===== config.mk =====
export PLATFORM = sky130hd
export DESIGN_NAME = wrapper_risc_flat
export DESIGN_NICKNAME = d
export VERILOG_FILES = /design/src/rtl/wrapper_risc_if.sv /design/src/rtl/wrapper_risc.sv /design/src/flat_wrapper.sv
export SDC_FILE = /design/constraint.sdc
export NUM_CORES = 2
export LEC_CHECK = 0
export ABC_CLOCK_PERIOD_IN_PS = 6500
export CAP_MARGIN = 25
export CORE_UTILIZATION = 35
export DETAILED_ROUTE_END_ITERATION = 6
export PLACE_DENSITY = 0.61
export SLEW_MARGIN = 5
export SYNTH_ARGS = -nofsm -noshare
export SYNTH_HDL_FRONTEND = slang
export SYNTH_SLANG_ARGS = --single-unit

===== constraint.sdc =====
create_clock -name clk -period 6.5 [get_ports clk]
set_clock_uncertainty 0.2 [all_clocks]
set_input_delay 1.3 -clock clk [delete_from_list [all_inputs] [get_ports clk]]
set_output_delay 1.3 -clock clk [all_outputs]
set_load 0.005 [all_outputs]

===== src/rtl/wrapper_risc_if.sv =====
// Display port of the RISC wrapper: the push-button select and the 16-bit view of r1.
interface wrapper_risc_if;
  logic        button;
  logic [15:0] out;

  modport master (output button, input  out);
  modport slave  (input  button, output out);
endinterface


===== src/rtl/wrapper_risc.sv =====
// Single-cycle 32-bit KGP-style RISC core with a built-in 64-word program ROM,
// 64-word data RAM and 32x32 register file; r1 is shown on the display port.
module wrapper_risc (
  input  logic           clk,
  input  logic           rst,
  wrapper_risc_if.slave  io
);
  localparam logic [5:0] OP_ADD  = 6'h00, OP_COMP = 6'h01, OP_AND  = 6'h02,
                         OP_XOR  = 6'h03, OP_ADDI = 6'h04, OP_SHLL = 6'h05,
                         OP_SHRL = 6'h06, OP_SHRA = 6'h07, OP_LW   = 6'h08,
                         OP_SW   = 6'h09, OP_B    = 6'h0A, OP_BZ   = 6'h0B,
                         OP_BNZ  = 6'h0C, OP_BLTZ = 6'h0D, OP_HALT = 6'h0E;

  logic [5:0]  pc;
  logic        halted;
  logic [31:0] regs [32];
  logic [31:0] ram  [64];

  // Accumulate 100..1, store/reload through RAM[0], then shift the sum left by 8.
  function automatic logic [31:0] rom_word(input logic [5:0] a);
    case (a)
      6'd0:    rom_word = {OP_ADDI, 5'd2, 5'd0, 16'd100};
      6'd1:    rom_word = {OP_ADD,  5'd1, 5'd2, 16'd0};
      6'd2:    rom_word = {OP_ADDI, 5'd2, 5'd0, 16'hFFFF};
      6'd3:    rom_word = {OP_BNZ,  5'd2, 5'd0, 16'd1};
      6'd4:    rom_word = {OP_SW,   5'd0, 5'd1, 16'd0};
      6'd5:    rom_word = {OP_LW,   5'd0, 5'd3, 16'd0};
      6'd6:    rom_word = {OP_SHLL, 5'd3, 5'd0, 16'd8};
      6'd7:    rom_word = {OP_XOR,  5'd1, 5'd1, 16'd0};
      6'd8:    rom_word = {OP_ADD,  5'd1, 5'd3, 16'd0};
      6'd9:    rom_word = {OP_HALT, 26'd0};
      default: rom_word = 32'hFC00_0000;
    endcase
  endfunction

  logic [31:0] instr;
  assign instr = rom_word(pc);

  logic [5:0]  op;
  logic [4:0]  rs, rt;
  logic [15:0] imm;
  logic [31:0] a, b, simm, reg_wd;
  logic [5:0]  ea, pc_nxt;
  logic        reg_we, ram_we, halt_op;
  logic [4:0]  reg_wa;

  assign op   = instr[31:26];
  assign rs   = instr[25:21];
  assign rt   = instr[20:16];
  assign imm  = instr[15:0];
  assign simm = {{16{imm[15]}}, imm};
  assign a    = (rs == 5'd0) ? 32'd0 : regs[rs];
  assign b    = (rt == 5'd0) ? 32'd0 : regs[rt];
  // RAM is 64 words, so only the low 6 bits of the effective address matter.
  assign ea   = a[5:0] + imm[5:0];

  always_comb begin
    reg_we  = 1'b0;
    reg_wa  = rs;
    reg_wd  = 32'd0;
    ram_we  = 1'b0;
    halt_op = 1'b0;
    pc_nxt  = pc + 6'd1;
    case (op)
      OP_ADD:  begin reg_we = 1'b1; reg_wd = a + b;                           end
      OP_COMP: begin reg_we = 1'b1; reg_wd = ~b + 32'd1;                      end
      OP_AND:  begin reg_we = 1'b1; reg_wd = a & b;                           end
      OP_XOR:  begin reg_we = 1'b1; reg_wd = a ^ b;                           end
      OP_ADDI: begin reg_we = 1'b1; reg_wd = a + simm;                        end
      OP_SHLL: begin reg_we = 1'b1; reg_wd = a << imm[4:0];                   end
      OP_SHRL: begin reg_we = 1'b1; reg_wd = a >> imm[4:0];                   end
      OP_SHRA: begin reg_we = 1'b1; reg_wd = $unsigned($signed(a) >>> imm[4:0]); end
      OP_LW:   begin reg_we = 1'b1; reg_wa = rt; reg_wd = ram[ea];            end
      OP_SW:   ram_we = 1'b1;
      OP_B:    pc_nxt = imm[5:0];
      OP_BZ:   if (a == 32'd0) pc_nxt = imm[5:0];
      OP_BNZ:  if (a != 32'd0) pc_nxt = imm[5:0];
      OP_BLTZ: if (a[31])      pc_nxt = imm[5:0];
      OP_HALT: halt_op = 1'b1;
      default: ;
    endcase
  end

  always_ff @(posedge clk) begin
    if (!rst) begin
      pc     <= 6'd0;
      halted <= 1'b0;
      for (int i = 0; i < 32; i++) regs[i] <= 32'd0;
      for (int i = 0; i < 64; i++) ram[i]  <= 32'd0;
    end else if (!halted) begin
      if (halt_op) halted <= 1'b1;
      else         pc     <= pc_nxt;
      if (reg_we && reg_wa != 5'd0) regs[reg_wa] <= reg_wd;
      if (ram_we) ram[ea] <= b;
    end
  end

  assign io.out = io.button ? regs[1][31:16] : regs[1][15:0];
endmodule


===== src/flat_wrapper.sv =====
// flat-port wrapper written by rule: the top's interface ports become plain ports
module wrapper_risc_flat 
  (clk, rst, io_button, io_out);
  wrapper_risc_if io_i ();
  input  logic clk;
  input  logic rst;
  input wire logic [$bits(io_i.button)-1:0] io_button;
  output wire logic [$bits(io_i.out)-1:0] io_out;
  assign io_i.button = io_button;
  assign io_out = io_i.out;
  wrapper_risc u_core (.clk(clk), .rst(rst), .io(io_i));
endmodule

==> flow_metrics.tcl <==
set metrics [dict create \
    power_frac_comb 0.552 \
    drtIter0Drc 11251 \
    crit_required_ps 7090 \
    cp_slowest_cell "fa_4" \
    cts-root-buf "clkbuf_16" \
    worst-endpoint-arrival_ps 6940 \
    grt_max_degree 88 \
    p_leak_nw 40.1 \
    num_rows 198 \
    drt-pass1-iter-count 7 \
    relSlewSlack 0.196 \
    holdWs_ps 518 \
    hold_depth 4 \
    layout-drive-gt1-share 0.190 \
    synth-main-ff-cell "edfxtp_1" \
    ys_ff_latch 2178 \
    yosys_warnings 0 \
    fin_crit_ps 6350 \
    p_int_mw 35.0 \
    p_sw_frac 0.461 \
    powerDensity_nw_per_um2 555 \
    final_cell_mix "2269 x nor2_1, 2158 x edfxtp_1, 535 x mux4_2" \
    post-route-period-util 0.977 \
    vdd_drop_max_v 0.000621 \
    htree_levels 4 \
    wire_per_inst_um 31.6 \
    total_power_mw 64.9 \
    cp_common_cell "buf_4" \
    finalWirelength_mm 376 \
    synthCells 7879 \
    place.gp.congestion 1.01 \
    antenna_found_initial 17 \
    drc 1 \
    via_per_inst 5.98 \
    fp.dieH_um 545 \
    worst_setup_path_start_kind "flop" \
    cp-end-kind "flop" \
    clk_pin_slew_ps 80 \
    first_global_vias 67618 \
    track_usage 0.249 \
    fin_nets 7883 \
    synth_edf_count 2158 \
    cap_violations 0 \
    start_util 0.353 \
    grt.overflow.total 0 \
    layout_commonest_cell "nor2_1" \
    min-delay-path-class "flop to flop" \
    syn_avg_cell_area_um2 13.1 \
    rsz0062_at_grt "false" \
    grt_pass1_wl_mm 524 \
    ys_types 102 \
    fmax_ghz 0.157 \
    slew_violations 0 \
    violations "design-rule violations" \
    syn-cell-area_um2 103000 \
    ant_nets 0 \
    async_flop_share 0 \
    cts_sinks 2178 \
    finalHoldViolations 0 \
    crit_chain "or3b_1 -> buf_4 -> nor2_1 -> a21o_1 -> inv_1 -> fa_4 -> buf_12 -> buf_4 -> mux2i_1 -> a221oi_1 -> a31oi_1 -> a2111oi_0 -> buf_4 -> a211oi_1 -> nor2_1" \
    cts_tree "done" \
    hpwl_mm 239 \
    vias 71096 \
    critPathKind "flop to flop" \
    cts_buffer_depth 3 \
    fin_util 0.401 \
    numCtsBuffers 217 \
    ys_seq_area_frac 0.632 \
    setup_viol 0 \
    setup_ws_ps 150 \
    critPathMaxFanout 31 \
    fp.coreArea_um2 292000 \
    ios 19 \
    io_buffer_count 18 \
    die_w_um 545 \
    place_ws_ps -78.7 \
    die-area_um2 297000 \
    seqPwrFrac 0.254 \
    clkLatencyLatePin_ps 930 \
    p_sw_mw 29.9 \
    clkPwrFrac 0.194 \
    syn_to_final_growth_pct 13.5 \
    max_stage_delay_ps 1170 \
    worst_pin_slew_ps 1210 \
    ff2ff_path_depth 15 \
    run_status "complete, but fails checks" \
]
==> final timing paths <==
kind                                     endpoint    startpoint  slack [ps]
worst max-delay path            u_core.regs[3][3]  u_core.pc[5]         150
worst min register to register       u_core.pc[1]  u_core.pc[1]         520
worst max register to register  u_core.regs[3][3]  u_core.pc[5]         150
worst min-delay path                 u_core.pc[1]  u_core.pc[1]         520
==> power groups by stage <==
stage	clock [mW]	sequential (mW)	combinational, mW
after floorplan	0	16.5	19.1
after global placement	0	16.7	34.6
after detailed placement	0	16.7	34.6
after CTS	12.7	16.4	34.8
after global routing	13.2	16.5	36.4
final	12.6	16.5	35.9
==> metrics by stage <==
step | area, um^2 | setup TNS [ps] | instances
6_report | 117000 | 0 | 11896
5_1_grt | 117000 | 0 | 11894
4_1_cts | 117000 | 0 | 11880
3_5_place_dp | 110000 | -224 | 11476
3_3_place_gp | 110000 | 0 | 11470
2_1_floorplan | 103000 | 0 | 7892
==> kinds of logic (layout without fill, tap and decap cells) <==
family | Yosys count | count (layout) | share of synthesized area
xor gates and xnor gates | 53 | 53 | 0.00458
and+or+nand+nor | 3134 | 3134 | 0.122
adders and majority gates | 74 | 74 | 0.00911
DFF | 2178 | 2178 | 0.632
other | 1 | 18 | 0.0000364
AOI/OAI and AO/OA | 742 | 742 | 0.0498
muxes | 862 | 862 | 0.150
buffers and inverters | 835 | 935 | 0.0322
==> synth_stat cells, types with 11 or more instances <==
library cell     n  area share
nor4_1          16     0.00097
ha_1            71      0.0086
nor2_1        2273       0.083
a31oi_1         38      0.0023
nor2b_1         14     0.00085
o221ai_1        38      0.0032
dfxtp_1         20      0.0039
a21o_1          38      0.0028
nor3_1          61      0.0030
edfxtp_1      2158        0.63
a22oi_1         31      0.0023
a221oi_1        18      0.0015
o211ai_1        36      0.0026
or3_1           13     0.00079
buf_2           97      0.0047
a311oi_1        16      0.0014
buf_1           61      0.0022
o22ai_1         17      0.0010
mux2_2          79      0.0086
o21ai_0        153      0.0074
nand3_1        113      0.0055
xnor2_1         39      0.0033
mux2i_1        248       0.024
nand4_1         23      0.0014
a211oi_1        26      0.0019
a32oi_1         15      0.0013
o21a_1          11     0.00080
mux4_2         535        0.12
and2_1          38      0.0023
a222oi_1        14      0.0014
inv_1           72      0.0026
nand2b_1        23      0.0014
a22o_1          17      0.0014
nand2_1        498       0.018
clkbuf_1       586       0.021
a21oi_1        144      0.0070
xor2_1          13      0.0011
and3_1          13     0.00079
==> worst max-delay path: cells and delay by family, from the launching register on <==
family | cells | cell delay [ps]
compound gates | 5 | 1990
fa+ha+maj | 1 | 1170
mux | 1 | 290
simple gates | 3 | 720
flops | 1 | 450
buf+inv | 5 | 1340
==> registers in the layout (all words and copies together), names as in the netlist, named ones only <==
signal	cells
u_core.ram	2048
u_core.regs	110
u_core.pc	6
u_core.halted	1
==> cell type report <==
type	instances	area [um^2]
well taps	3900	4880
clock buffers	254	5570
repair buffers	453	4390
fillers	26735	175000
flip-flops and latches	2178	65200
inverters	78	295
clock inverters	150	1460
multi-input cells	4879	35200
diodes	4	10.0
==> repair_timing <==
item | 4_1_cts | 5_1_grt
setup endpoints to repair | 3 | 15
hold buffers | 0 | 0
pin swaps | 0 | 1
cloned | 0 | 0
gates resized for setup | 1 | 6
buffers inserted | 0 | 1
==> per-layer routing <==
metal / vias up / part of all wire / track usage
met1: 36584 / 0.37 / 0.327
met3: 824 / 0.12 / 0.0574
met4: 16 / 0.060 / 0.132
met2: 4838 / 0.45 / 0.383
li1: 28834 / - / -
met5: - / 0.00031 / 0
(Power assumes the default switching activity.)
